==> src/rtl/seven_sd_pkg.sv <==
// Shared definitions for the seven-segment bus capture block.
//   DIGITS / SEG_W : bus geometry (4 digit enables, 8 segment lines)
//   state_t        : capture FSM states
//   onehot4()      : classifies a normalised enable vector
package seven_sd_pkg;

    localparam int DIGITS = 4;
    localparam int SEG_W  = 8;

    typedef enum logic [1:0] {
        IDLE     = 2'd0,
        SETTLE   = 2'd1,
        CAPTURED = 2'd2
    } state_t;

    // Returns {valid, index[1:0], bad}. All-zero input is blank (neither valid nor bad).
    function automatic logic [3:0] onehot4(input logic [3:0] en);
        logic [3:0] r;
        case (en)
            4'b0001: r = 4'b1_00_0;
            4'b0010: r = 4'b1_01_0;
            4'b0100: r = 4'b1_10_0;
            4'b1000: r = 4'b1_11_0;
            4'b0000: r = 4'b0_00_0;
            default: r = 4'b0_00_1;
        endcase
        return r;
    endfunction

endpackage

==> src/rtl/seven_sd_capture_if.sv <==
// Bus bundle for seven_sd_capture.
//   displayIn / enableIn : raw multiplexed display pins (driven by master)
//   value, valueValid, frameStrobe, digitMask, badEnable, stale : capture results
interface seven_sd_capture_if;
    import seven_sd_pkg::*;

    logic [SEG_W-1:0]        displayIn;
    logic [DIGITS-1:0]       enableIn;
    logic [DIGITS*SEG_W-1:0] value;
    logic                    valueValid;
    logic                    frameStrobe;
    logic [DIGITS-1:0]       digitMask;
    logic                    badEnable;
    logic                    stale;

    modport master (
        output displayIn, enableIn,
        input  value, valueValid, frameStrobe, digitMask, badEnable, stale
    );

    modport slave (
        input  displayIn, enableIn,
        output value, valueValid, frameStrobe, digitMask, badEnable, stale
    );

endinterface

==> src/rtl/seven_sd_input_sync.sv <==
// Two-flop synchronizer for an asynchronous bus.
//   clk, rstN : clock, async active-low reset
//   d_i       : asynchronous input bus
//   q_o       : synchronized bus, two cycles behind d_i
// RST_VAL lets the caller reset the chain to the pins' inactive level, so a
// freshly released block does not see a spurious pattern.
module seven_sd_input_sync #(
    parameter int               WIDTH   = 12,
    parameter logic [WIDTH-1:0] RST_VAL = '0
) (
    input  logic             clk,
    input  logic             rstN,
    input  logic [WIDTH-1:0] d_i,
    output logic [WIDTH-1:0] q_o
);

    logic [WIDTH-1:0] meta_q;
    logic [WIDTH-1:0] sync_q;

    always_ff @(posedge clk or negedge rstN) begin
        if (!rstN) begin
            meta_q <= RST_VAL;
            sync_q <= RST_VAL;
        end else begin
            meta_q <= d_i;
            sync_q <= meta_q;
        end
    end

    assign q_o = sync_q;

endmodule

==> src/rtl/seven_sd_capture.sv <==
// Passive capture of a multiplexed seven-segment bus; rebuilds the 32-bit
// display value (one active-high byte per digit) once all four digits have
// been seen stable within one frame.
//   clk, rstN : clock, async active-low reset
//   bus       : slave side of seven_sd_capture_if (pins in, results out)
//
//   state    | meaning
//   IDLE     | enables blank (or just left a bad pattern), nothing tracked
//   SETTLE   | one digit enabled, counting consecutive stable cycles
//   CAPTURED | digit byte latched, waiting for the enables to move on
module seven_sd_capture
    import seven_sd_pkg::*;
#(
    parameter int SETTLE_CYCLES  = 16,
    parameter int TIMEOUT_CYCLES = 1000000,
    parameter bit SEG_ACTIVE_LOW = 1'b1,
    parameter bit EN_ACTIVE_LOW  = 1'b1
) (
    input  logic              clk,
    input  logic              rstN,
    seven_sd_capture_if.slave bus
);

    localparam int SET_W = (SETTLE_CYCLES > 1) ? $clog2(SETTLE_CYCLES) : 1;
    localparam int TO_W  = (TIMEOUT_CYCLES > 1) ? $clog2(TIMEOUT_CYCLES) : 1;
    localparam logic [SET_W-1:0] SET_LAST = SET_W'(SETTLE_CYCLES - 1);
    localparam logic [TO_W-1:0]  TO_LAST  = TO_W'(TIMEOUT_CYCLES - 1);
    localparam logic [DIGITS-1:0] EN_INV  = {DIGITS{EN_ACTIVE_LOW}};
    localparam logic [SEG_W-1:0]  SEG_INV = {SEG_W{SEG_ACTIVE_LOW}};

    logic [DIGITS+SEG_W-1:0] sync_bus;
    logic [DIGITS-1:0]       en_n;
    logic [SEG_W-1:0]        seg_n;
    logic [3:0]              cls;
    logic                    en_valid, en_bad, en_blank;
    logic [1:0]              en_idx;

    // Synchronizer resets to the pins' inactive level (blank, all segments off).
    seven_sd_input_sync #(
        .WIDTH   (DIGITS + SEG_W),
        .RST_VAL ({EN_INV, SEG_INV})
    ) u_sync (
        .clk  (clk),
        .rstN (rstN),
        .d_i  ({bus.enableIn, bus.displayIn}),
        .q_o  (sync_bus)
    );

    assign en_n     = sync_bus[DIGITS+SEG_W-1:SEG_W] ^ EN_INV;
    assign seg_n    = sync_bus[SEG_W-1:0] ^ SEG_INV;
    assign cls      = onehot4(en_n);
    assign en_valid = cls[3];
    assign en_idx   = cls[2:1];
    assign en_bad   = cls[0];
    assign en_blank = (en_n == '0);

    state_t                         state_q, state_d;
    logic [DIGITS-1:0]              rec_en_q, rec_en_d;
    logic [SEG_W-1:0]               rec_seg_q, rec_seg_d;
    logic [1:0]                     rec_idx_q, rec_idx_d;
    logic [SET_W-1:0]               settle_q, settle_d;
    logic [TO_W-1:0]                to_q, to_d;
    logic [DIGITS-1:0][SEG_W-1:0]   shadow_q, shadow_d;
    logic [DIGITS-1:0]              mask_q, mask_d;
    logic [DIGITS*SEG_W-1:0]        value_q, value_d;
    logic                           valid_q, valid_d;
    logic                           strobe_q, strobe_d;
    logic                           bad_q, bad_d;
    logic                           bad_prev_q, bad_prev_d;
    logic                           stale_q, stale_d;
    logic                           latch;
    logic [DIGITS-1:0]              mask_set;

    always_ff @(posedge clk or negedge rstN) begin
        if (!rstN) begin
            state_q    <= IDLE;
            rec_en_q   <= '0;
            rec_seg_q  <= '0;
            rec_idx_q  <= '0;
            settle_q   <= '0;
            to_q       <= '0;
            shadow_q   <= '0;
            mask_q     <= '0;
            value_q    <= '0;
            valid_q    <= 1'b0;
            strobe_q   <= 1'b0;
            bad_q      <= 1'b0;
            bad_prev_q <= 1'b0;
            stale_q    <= 1'b0;
        end else begin
            state_q    <= state_d;
            rec_en_q   <= rec_en_d;
            rec_seg_q  <= rec_seg_d;
            rec_idx_q  <= rec_idx_d;
            settle_q   <= settle_d;
            to_q       <= to_d;
            shadow_q   <= shadow_d;
            mask_q     <= mask_d;
            value_q    <= value_d;
            valid_q    <= valid_d;
            strobe_q   <= strobe_d;
            bad_q      <= bad_d;
            bad_prev_q <= bad_prev_d;
            stale_q    <= stale_d;
        end
    end

    always_comb begin
        state_d    = state_q;
        rec_en_d   = rec_en_q;
        rec_seg_d  = rec_seg_q;
        rec_idx_d  = rec_idx_q;
        settle_d   = settle_q;
        to_d       = to_q;
        shadow_d   = shadow_q;
        mask_d     = mask_q;
        value_d    = value_q;
        valid_d    = valid_q;
        strobe_d   = 1'b0;
        bad_d      = 1'b0;
        bad_prev_d = en_bad;
        stale_d    = stale_q;
        latch      = 1'b0;
        mask_set   = '0;

        if (en_bad) begin
            // Pulse once per bad episode, not on every cycle it persists.
            bad_d   = !bad_prev_q;
            state_d = IDLE;
        end else begin
            case (state_q)
                IDLE: begin
                    if (en_valid) begin
                        state_d   = SETTLE;
                        settle_d  = '0;
                        rec_en_d  = en_n;
                        rec_seg_d = seg_n;
                        rec_idx_d = en_idx;
                    end
                end
                SETTLE: begin
                    if ({en_n, seg_n} != {rec_en_q, rec_seg_q}) begin
                        settle_d  = '0;
                        rec_en_d  = en_n;
                        rec_seg_d = seg_n;
                        rec_idx_d = en_idx;
                        if (en_blank) state_d = IDLE;
                    end else if (settle_q == SET_LAST) begin
                        latch   = 1'b1;
                        state_d = CAPTURED;
                    end else begin
                        settle_d = settle_q + SET_W'(1);
                    end
                end
                CAPTURED: begin
                    if (en_n != rec_en_q) begin
                        settle_d  = '0;
                        rec_en_d  = en_n;
                        rec_seg_d = seg_n;
                        rec_idx_d = en_idx;
                        state_d   = en_blank ? IDLE : SETTLE;
                    end
                end
                default: state_d = IDLE;
            endcase
        end

        // A latch always beats a coincident timeout.
        if (latch) begin
            to_d                = '0;
            shadow_d[rec_idx_q] = rec_seg_q;
            mask_set            = mask_q | (DIGITS'(1) << rec_idx_q);
            if (mask_set == '1) begin
                value_d  = shadow_d;
                strobe_d = 1'b1;
                valid_d  = 1'b1;
                stale_d  = 1'b0;
                mask_d   = '0;
            end else begin
                mask_d   = mask_set;
            end
        end else if (to_q == TO_LAST) begin
            stale_d = 1'b1;
            valid_d = 1'b0;
            mask_d  = '0;
        end else begin
            to_d = to_q + TO_W'(1);
        end
    end

    assign bus.value       = value_q;
    assign bus.valueValid  = valid_q;
    assign bus.frameStrobe = strobe_q;
    assign bus.digitMask   = mask_q;
    assign bus.badEnable   = bad_q;
    assign bus.stale       = stale_q;

endmodule

==> src/flat_wrapper.sv <==
// flat-port wrapper written by rule: the top's interface ports become plain ports
module seven_sd_capture_flat import seven_sd_pkg::*;
#(
    parameter int SETTLE_CYCLES  = 16,
    parameter int TIMEOUT_CYCLES = 1000000,
    parameter bit SEG_ACTIVE_LOW = 1'b1,
    parameter bit EN_ACTIVE_LOW  = 1'b1
)
  (clk, rstN, bus_displayIn, bus_enableIn, bus_value, bus_valueValid, bus_frameStrobe, bus_digitMask, bus_badEnable, bus_stale);
  seven_sd_capture_if bus_i ();
  input  logic clk;
  input  logic rstN;
  input wire logic [$bits(bus_i.displayIn)-1:0] bus_displayIn;
  input wire logic [$bits(bus_i.enableIn)-1:0] bus_enableIn;
  output wire logic [$bits(bus_i.value)-1:0] bus_value;
  output wire logic [$bits(bus_i.valueValid)-1:0] bus_valueValid;
  output wire logic [$bits(bus_i.frameStrobe)-1:0] bus_frameStrobe;
  output wire logic [$bits(bus_i.digitMask)-1:0] bus_digitMask;
  output wire logic [$bits(bus_i.badEnable)-1:0] bus_badEnable;
  output wire logic [$bits(bus_i.stale)-1:0] bus_stale;
  assign bus_i.displayIn = bus_displayIn;
  assign bus_i.enableIn = bus_enableIn;
  assign bus_value = bus_i.value;
  assign bus_valueValid = bus_i.valueValid;
  assign bus_frameStrobe = bus_i.frameStrobe;
  assign bus_digitMask = bus_i.digitMask;
  assign bus_badEnable = bus_i.badEnable;
  assign bus_stale = bus_i.stale;
  seven_sd_capture #(.SETTLE_CYCLES(SETTLE_CYCLES), .TIMEOUT_CYCLES(TIMEOUT_CYCLES), .SEG_ACTIVE_LOW(SEG_ACTIVE_LOW), .EN_ACTIVE_LOW(EN_ACTIVE_LOW)) u_core (.clk(clk), .rstN(rstN), .bus(bus_i));
endmodule
==> config.mk <==
export PLATFORM = sky130hd
export DESIGN_NAME = seven_sd_capture_flat
export DESIGN_NICKNAME = d
export VERILOG_FILES = /design/src/rtl/seven_sd_pkg.sv /design/src/rtl/seven_sd_capture_if.sv /design/src/rtl/seven_sd_input_sync.sv /design/src/rtl/seven_sd_capture.sv /design/src/flat_wrapper.sv
export SDC_FILE = /design/constraint.sdc
export NUM_CORES = 1
export LEC_CHECK = 0
export BUFFER_PORTS_ARGS = -buffer_cell sky130_fd_sc_hd__buf_2
export CAP_MARGIN = 30
export CORE_MARGIN = 3
export CORE_UTILIZATION = 45
export CTS_CLUSTER_DIAMETER = 50
export CTS_CLUSTER_SIZE = 14
export DETAILED_ROUTE_END_ITERATION = 12
export PLACE_DENSITY_LB_ADDON = 0.08
export SLEW_MARGIN = 20
export SYNTH_ARGS = -nofsm -noshare
export SYNTH_HDL_FRONTEND = slang
export SYNTH_HIERARCHICAL = 1
export SYNTH_SLANG_ARGS = --single-unit
==> constraint.sdc <==
create_clock -name clk -period 3.3 [get_ports clk]
set_input_delay 0.66 -clock clk [delete_from_list [all_inputs] [get_ports clk]]
set_output_delay 0.66 -clock clk [all_outputs]
set_load 0.02 [all_outputs]
==> results.yml, run 1 <==
worst_setup_path:
  crit_path_frequent_cell: "and4_1"
  cp_slowest_stage_delay_ns: 0.60
  cp.arrival_ns: 2.97
  crit_chain: "xor2_1 > and4_1 > and4_1 > nand3b_2 > buf_4 > mux2_2"
  r2r_cells: 6
  end_kind: "register"
  required_ns: 3.60
  start_kind: "register"
  crit_cells: 6
  slowest_stage: "dfstp_2"
  path_buf_inv: 1
  cpLargestDelayFamily: "simple AND/OR/NAND/NOR gates"
  critical_path_class: "reg -> reg"
  crit_fanout: 25
placed_design:
  place.gp.congestion: 0.777
  dp_hpwl_mm: 8.11
  place_inst: 701
  io_buffers: 53
  placed_area_sq_um: 6420
synthesis:
  synth_flop_cell: "dfrtp_1"
  synth-compound-area-share: 0.0551
  syn-num-nets: 503
  yosys.area.top_type: "dfrtp_1"
  synth.avg_cell_area_sq_um: 12.2
  synthMuxAreaShare: 0.169
  synth-simple-area-share: 0.117
  synth_area_leaders: "dfrtp_1, mux2_2, dfstp_2"
  async_flop_share: 1.00
  yosysSeqAreaShare: 0.581
  synth_area_sq_um: 5950
  synth.ff_latch_count: 137
  synth_edf_count: 0
  synth_top_area_share: 0.475
  synthCells: 487
  synth_top_family_by_area: "multiplexers"
  ys_warn_count: 6
  synthXorXnorAreaFrac: 0.0427
  post_synth_num_cell_types: 44
  synthAdderAreaFrac: 0.00421
sta:
  slew_violations: 0
  fin_crit_ns: 2.67
  slew-limit-headroom: 0.489
  timing.fmax_mhz: 374
  tns_ns: 0
  rsz0062_at_grt: "false"
  hold_violations: 0
  worstMarginPinSlew_ns: 0.760
  finalClockSkew_ns: 0.00949
  setup_viol: 0
  period_share: 0.809
  timing.hold.ws_ns: 0.194
detailed_routing:
  wl_per_cell_um: 16.0
  drc: 0
  drtPass1Iterations: 5
  via_count: 3726
  ant_nets: 0
  avgViaCountPerCell: 5.08
  totalWireLength_mm: 11.7
  drtIter0Drc: 204
floorplanning:
  dieArea_sq_um: 14600
  rows: 41
  start_util: 0.466
  die_y_um: 121
  die_w_um: 121
  core-area_sq_um: 12800
  ioPinCount: 54
pwr:
  vdd_drop_max_uv: 424
  total_power_mw: 3.97
  power_density_nw_per_um2: 569
  power.leakage_nw: 3.45
flow_run:
  drv_cap: 0
global_route:
  busiest_layer: "met2"
  grt_usage: 0.177
  antenna_found_initial: 0
  met1_usage: 0.252
  grt_use_met3: 0.0597
  grt_max_degree: 58
  grt_pass1_wl_mm: 19.7
  grt_pass1_vias: 3774
  gr-total-overflow: 0
  met2_usage: 0.256
finish:
  stdcell_count: 733
  num_antenna_cells: 0
  fin_nets: 564
  area_growth_pct: 17.3
  nFillCells: 1116
  mostFrequentLayoutCells: "dfrtp_1, mux2_2, buf_2, nand2_1, o21ai_0"
  fin_area_sq_um: 6980
  layout_commonest_cell: "dfrtp_1"
  drive_gt1_frac: 0.365
cts:
  cts_tree: "yes"
  cts_max_level: 4
  cts.repair.resized: 0
  path_clk_slew_ns: 0.05
  clkSinkCount: 137
  cts_buffers: 17
  cts_buffer_depth: 2
  cts_hold_buf: 0
  clock-root-buffer: "clkbuf_16"
  post_cts_buffers: 0
  clk_latency_ns: 0.42
outcome:
  status: "finished clean"
worst_hold_path:
  hp-class: "in -> async"
==> flip-flops by register name, summed over array words and instances, names as in the netlist <==
signal and count:
u_core/bad_prev_q 1, u_core/shadow_q 32, u_core/rec_idx_q 2, u_core/bus.stale 1
u_core/bus.value 32, u_core/state_q 2, u_core/rec_seg_q 8, u_core/to_q 20
u_core/settle_q 4, u_core/u_sync/meta_q 12, u_core/rec_en_q 4, u_core/bus.valueValid 1
u_core/bus.frameStrobe 1, u_core/u_sync/q_o 12, u_core/bus.digitMask 4, u_core/bus.badEnable 1
==> kinds of logic after synthesis <==
logic type               after synthesis
flip-flops                           137
AO/OA/AOI/OAI                         57
multiplexers                          88
AND/OR/NAND/NOR                      130
adder cells (fa/ha/maj)                2
buffers and inverters                 44
XOR/XNOR                              29
==> cell type report <==
type | instances | area [sq um] | share of cell area
Sequential cell | 137 | 3460 | 0.495
Multi-Input combinational cell | 306 | 2310 | 0.331
Clock buffer | 26 | 519 | 0.0744
Timing Repair Buffer | 64 | 354 | 0.0507
Tap cell | 172 | 215 | 0.0308
Inverter | 22 | 82.6 | 0.0118
Clock inverter | 6 | 37.5 | 0.00538
==> synth_stat cells (2+ instances only) <==
master	instances
and3_1	5
dfrtp_1	113
o21ai_0	33
dfstp_2	24
mux2_4	8
or4_1	4
nand2_1	42
buf_2	8
nor2b_1	2
ha_1	2
nor4_4	2
a21oi_1	10
and4_1	4
o22ai_1	2
nand4_1	7
mux2i_1	13
a211o_1	2
inv_1	22
nand3_1	11
xor2_1	9
mux2_2	67
nand2b_1	2
o2111ai_1	2
o211ai_1	2
nor3_1	6
nand4_2	2
o21a_1	2
clkbuf_1	12
or3_1	3
nor2_1	26
and2_1	2
nand3_2	2
or2_2	3
nor4_1	4
xnor2_1	20
==> layer usage <==
metal | up-vias | part of all wire | wire length [um]
met5 | - | 0 | 0
met4 | 0 | 0.0061 | 71
met3 | 4 | 0.042 | 495
met2 | 69 | 0.45 | 5300
met1 | 1838 | 0.50 | 5850
li1 | 1815 | - | -
==> path summary, 6_finish.rpt <==
check                                   startpoint                       to  slack, ns
max                          u_core/u_sync/q_o[10]      u_core/bus.value[7]       0.63
min                                           rstN          u_core/to_q[19]       0.19
max reg2reg                  u_core/u_sync/q_o[10]      u_core/bus.value[7]       0.63
min reg2reg                u_core/u_sync/meta_q[0]     u_core/u_sync/q_o[0]       0.35
max in group asynchronous                     rstN  u_core/u_sync/meta_q[7]       2.29
min in group clk                  bus_displayIn[2]  u_core/u_sync/meta_q[2]       0.34
==> report_power, final <==
group	internal [mW]	switching [mW]
sequential	1.76	0.106
combinational	0.143	0.221
clock	1.08	0.667
total	2.98	0.993
==> stage by stage <==
stage | setup slack [ns] | utilization
2_1_floorplan | 0.970 | -
3_3_place_gp | 0.654 | 0.503
3_5_place_dp | 0.599 | 0.503
4_1_cts | 0.590 | 0.546
5_1_grt | 0.459 | 0.546
6_report | 0.629 | 0.546
==> worst reg2reg max path, stage by stage (launching register included) <==
cell      delay, ns
dfstp_2        0.60
xor2_1         0.19
and4_1         0.30
and4_1         0.25
nand3b_2       0.54
buf_4          0.41
mux2_2         0.28
(Power assumes the default switching activity.)
==> inputs of run 2 (changes only) <==
==> constraint.sdc (replaced) <==
create_clock -name clk -period 2.6 [get_ports clk]
set_input_delay 0.52 -clock clk [delete_from_list [all_inputs] [get_ports clk]]
set_output_delay 0.52 -clock clk [all_outputs]
set_load 0.02 [all_outputs]
==> results.yml, run 2 (synthesis results as in run 1) <==
cts:
  cts_max_level: 4
  clkSinkCount: 137
  cts_hold_buf: 0
  cts_buffer_depth: 2
  post_cts_buffers: 0
  clk_latency_ns: 0.42
  clock-root-buffer: "clkbuf_16"
  cts_buffers: 17
  cts_tree: "yes"
  path_clk_slew_ns: 0.06
  cts.repair.resized: 0
pwr:
  pwr-share-comb: 0.092
  total_power_mw: 5.10
  switchingPower_mw: 1.36
  pwr-share-seq: 0.466
  power.leakage_nw: 3.46
  power_density_nw_per_um2: 728
  vdd_drop_max_uv: 439
  power.share.clock: 0.442
  power_switching_share: 0.267
  intPower_mw: 3.74
floorplanning:
  ioPinCount: 54
  die_y_um: 121
  die_w_um: 121
  rows: 41
  dieArea_sq_um: 14600
  start_util: 0.466
  core-area_sq_um: 12800
global_route:
  grt_max_degree: 57
  grt_pass1_vias: 3811
  grt_pass1_wl_mm: 19.9
  gr-total-overflow: 0
  grt_usage: 0.176
  antenna_found_initial: 0
sta:
  setup_viol: 0
  timing.fmax_mhz: 406
  tns_ns: 0
  worstMarginPinSlew_ns: 0.719
  fin_crit_ns: 2.46
  period_share: 0.947
  slew-limit-headroom: 0.516
  rsz0062_at_grt: "false"
  finalClockSkew_ns: 0.00667
  hold_violations: 0
  slew_violations: 0
finish:
  num_antenna_cells: 0
  fin_nets: 566
  layout_commonest_cell: "dfrtp_1"
  area_growth_pct: 17.8
  mostFrequentLayoutCells: "dfrtp_1, mux2_2, buf_2, nand2_1, o21ai_0"
  fin_area_sq_um: 7010
  drive_gt1_frac: 0.371
  fin_util: 0.549
  stdcell_count: 735
detailed_routing:
  drtIter0Drc: 221
  ant_nets: 0
  drtPass1Iterations: 4
  drc: 0
  avgViaCountPerCell: 5.20
  via_count: 3820
  totalWireLength_mm: 11.9
  wl_per_cell_um: 16.1
worst_setup_path:
  crit_fanout: 8
  r2r_cells: 6
  end_kind: "register"
  critical_path_class: "reg -> reg"
  required_ns: 2.90
  start_kind: "register"
  cp.arrival_ns: 2.76
flow_run:
  drv_cap: 0
outcome:
  status: "finished clean"
placed_design:
  dp_hpwl_mm: 8.10
  place_inst: 703
  place.gp.congestion: 0.795
  io_buffers: 53
  placed_area_sq_um: 6450
worst_hold_path:
  hp-class: "in -> async"
## run 2: cell count changes in the layout (fill, tap and decap cells not counted), sizes merged
cell	change
buf	+2
inv	+1
clkbuf	-8
clkinvlp	+1
clkinv	+5
bufinv	+1
## run 2: layout make-up
class	count	area (sq um)
clock buffers	18	429
flip-flops and latches	137	3460
multi-input cells	306	2310
well taps	172	215
inverters	22	82.6
fillers	1117	5770
clock inverters	14	128
repair buffers	66	382
## run 2: path summary, 6_finish.rpt
check / startpoint / to / slack [ns]
setup / recovery: u_core/u_sync/q_o[10] / u_core/shadow_q[16] / 0.14
hold / removal: rstN / u_core/to_q[19] / 0.07
max in group asynchronous: rstN / u_core/shadow_q[27] / 1.80
setup reg to reg: u_core/u_sync/q_o[10] / u_core/shadow_q[16] / 0.14
hold reg to reg: u_core/u_sync/meta_q[8] / u_core/u_sync/q_o[8] / 0.36
min in group clk: bus_enableIn[3] / u_core/u_sync/meta_q[11] / 0.19
## run 2: power groups by stage
stage | registers (mW) | clock network, mW | logic (mW)
floorplan | 2.35 | 0 | 0.328
global placement | 2.40 | 0 | 0.480
detailed placement | 2.41 | 0 | 0.480
CTS | 2.38 | 2.31 | 0.482
global route | 2.40 | 2.40 | 0.525
finish | 2.38 | 2.25 | 0.471
## run 2: worst max-delay path, stage by stage (launching register included)
cell and delay, ns:
dfstp_2 0.60, xor2_1 0.20, and4_1 0.30, nand4_2 0.18, or4_1 0.54, buf_4 0.21
mux2_4 0.31
## run 2: metal layers
| metal | GRT usage | up-vias | share of wire |
|---|---|---|---|
| met1 | 0.247 | 1914 | 0.49 |
| li1 | - | 1825 | - |
| met2 | 0.261 | 66 | 0.46 |
| met3 | 0.0494 | 15 | 0.039 |
| met4 | 0.0666 | 0 | 0.016 |
| met5 | 0 | - | 0 |
## run 2: per-stage QoR
step / setup WS, ns / hold slack [ns]
detailed placement: 0.137 / 0.347
CTS: 0.112 / 0.0750
floorplan: 0.270 / 0.224
global placement: 0.202 / 0.346
global route: 0.0457 / 0.101
finish: 0.139 / 0.0661
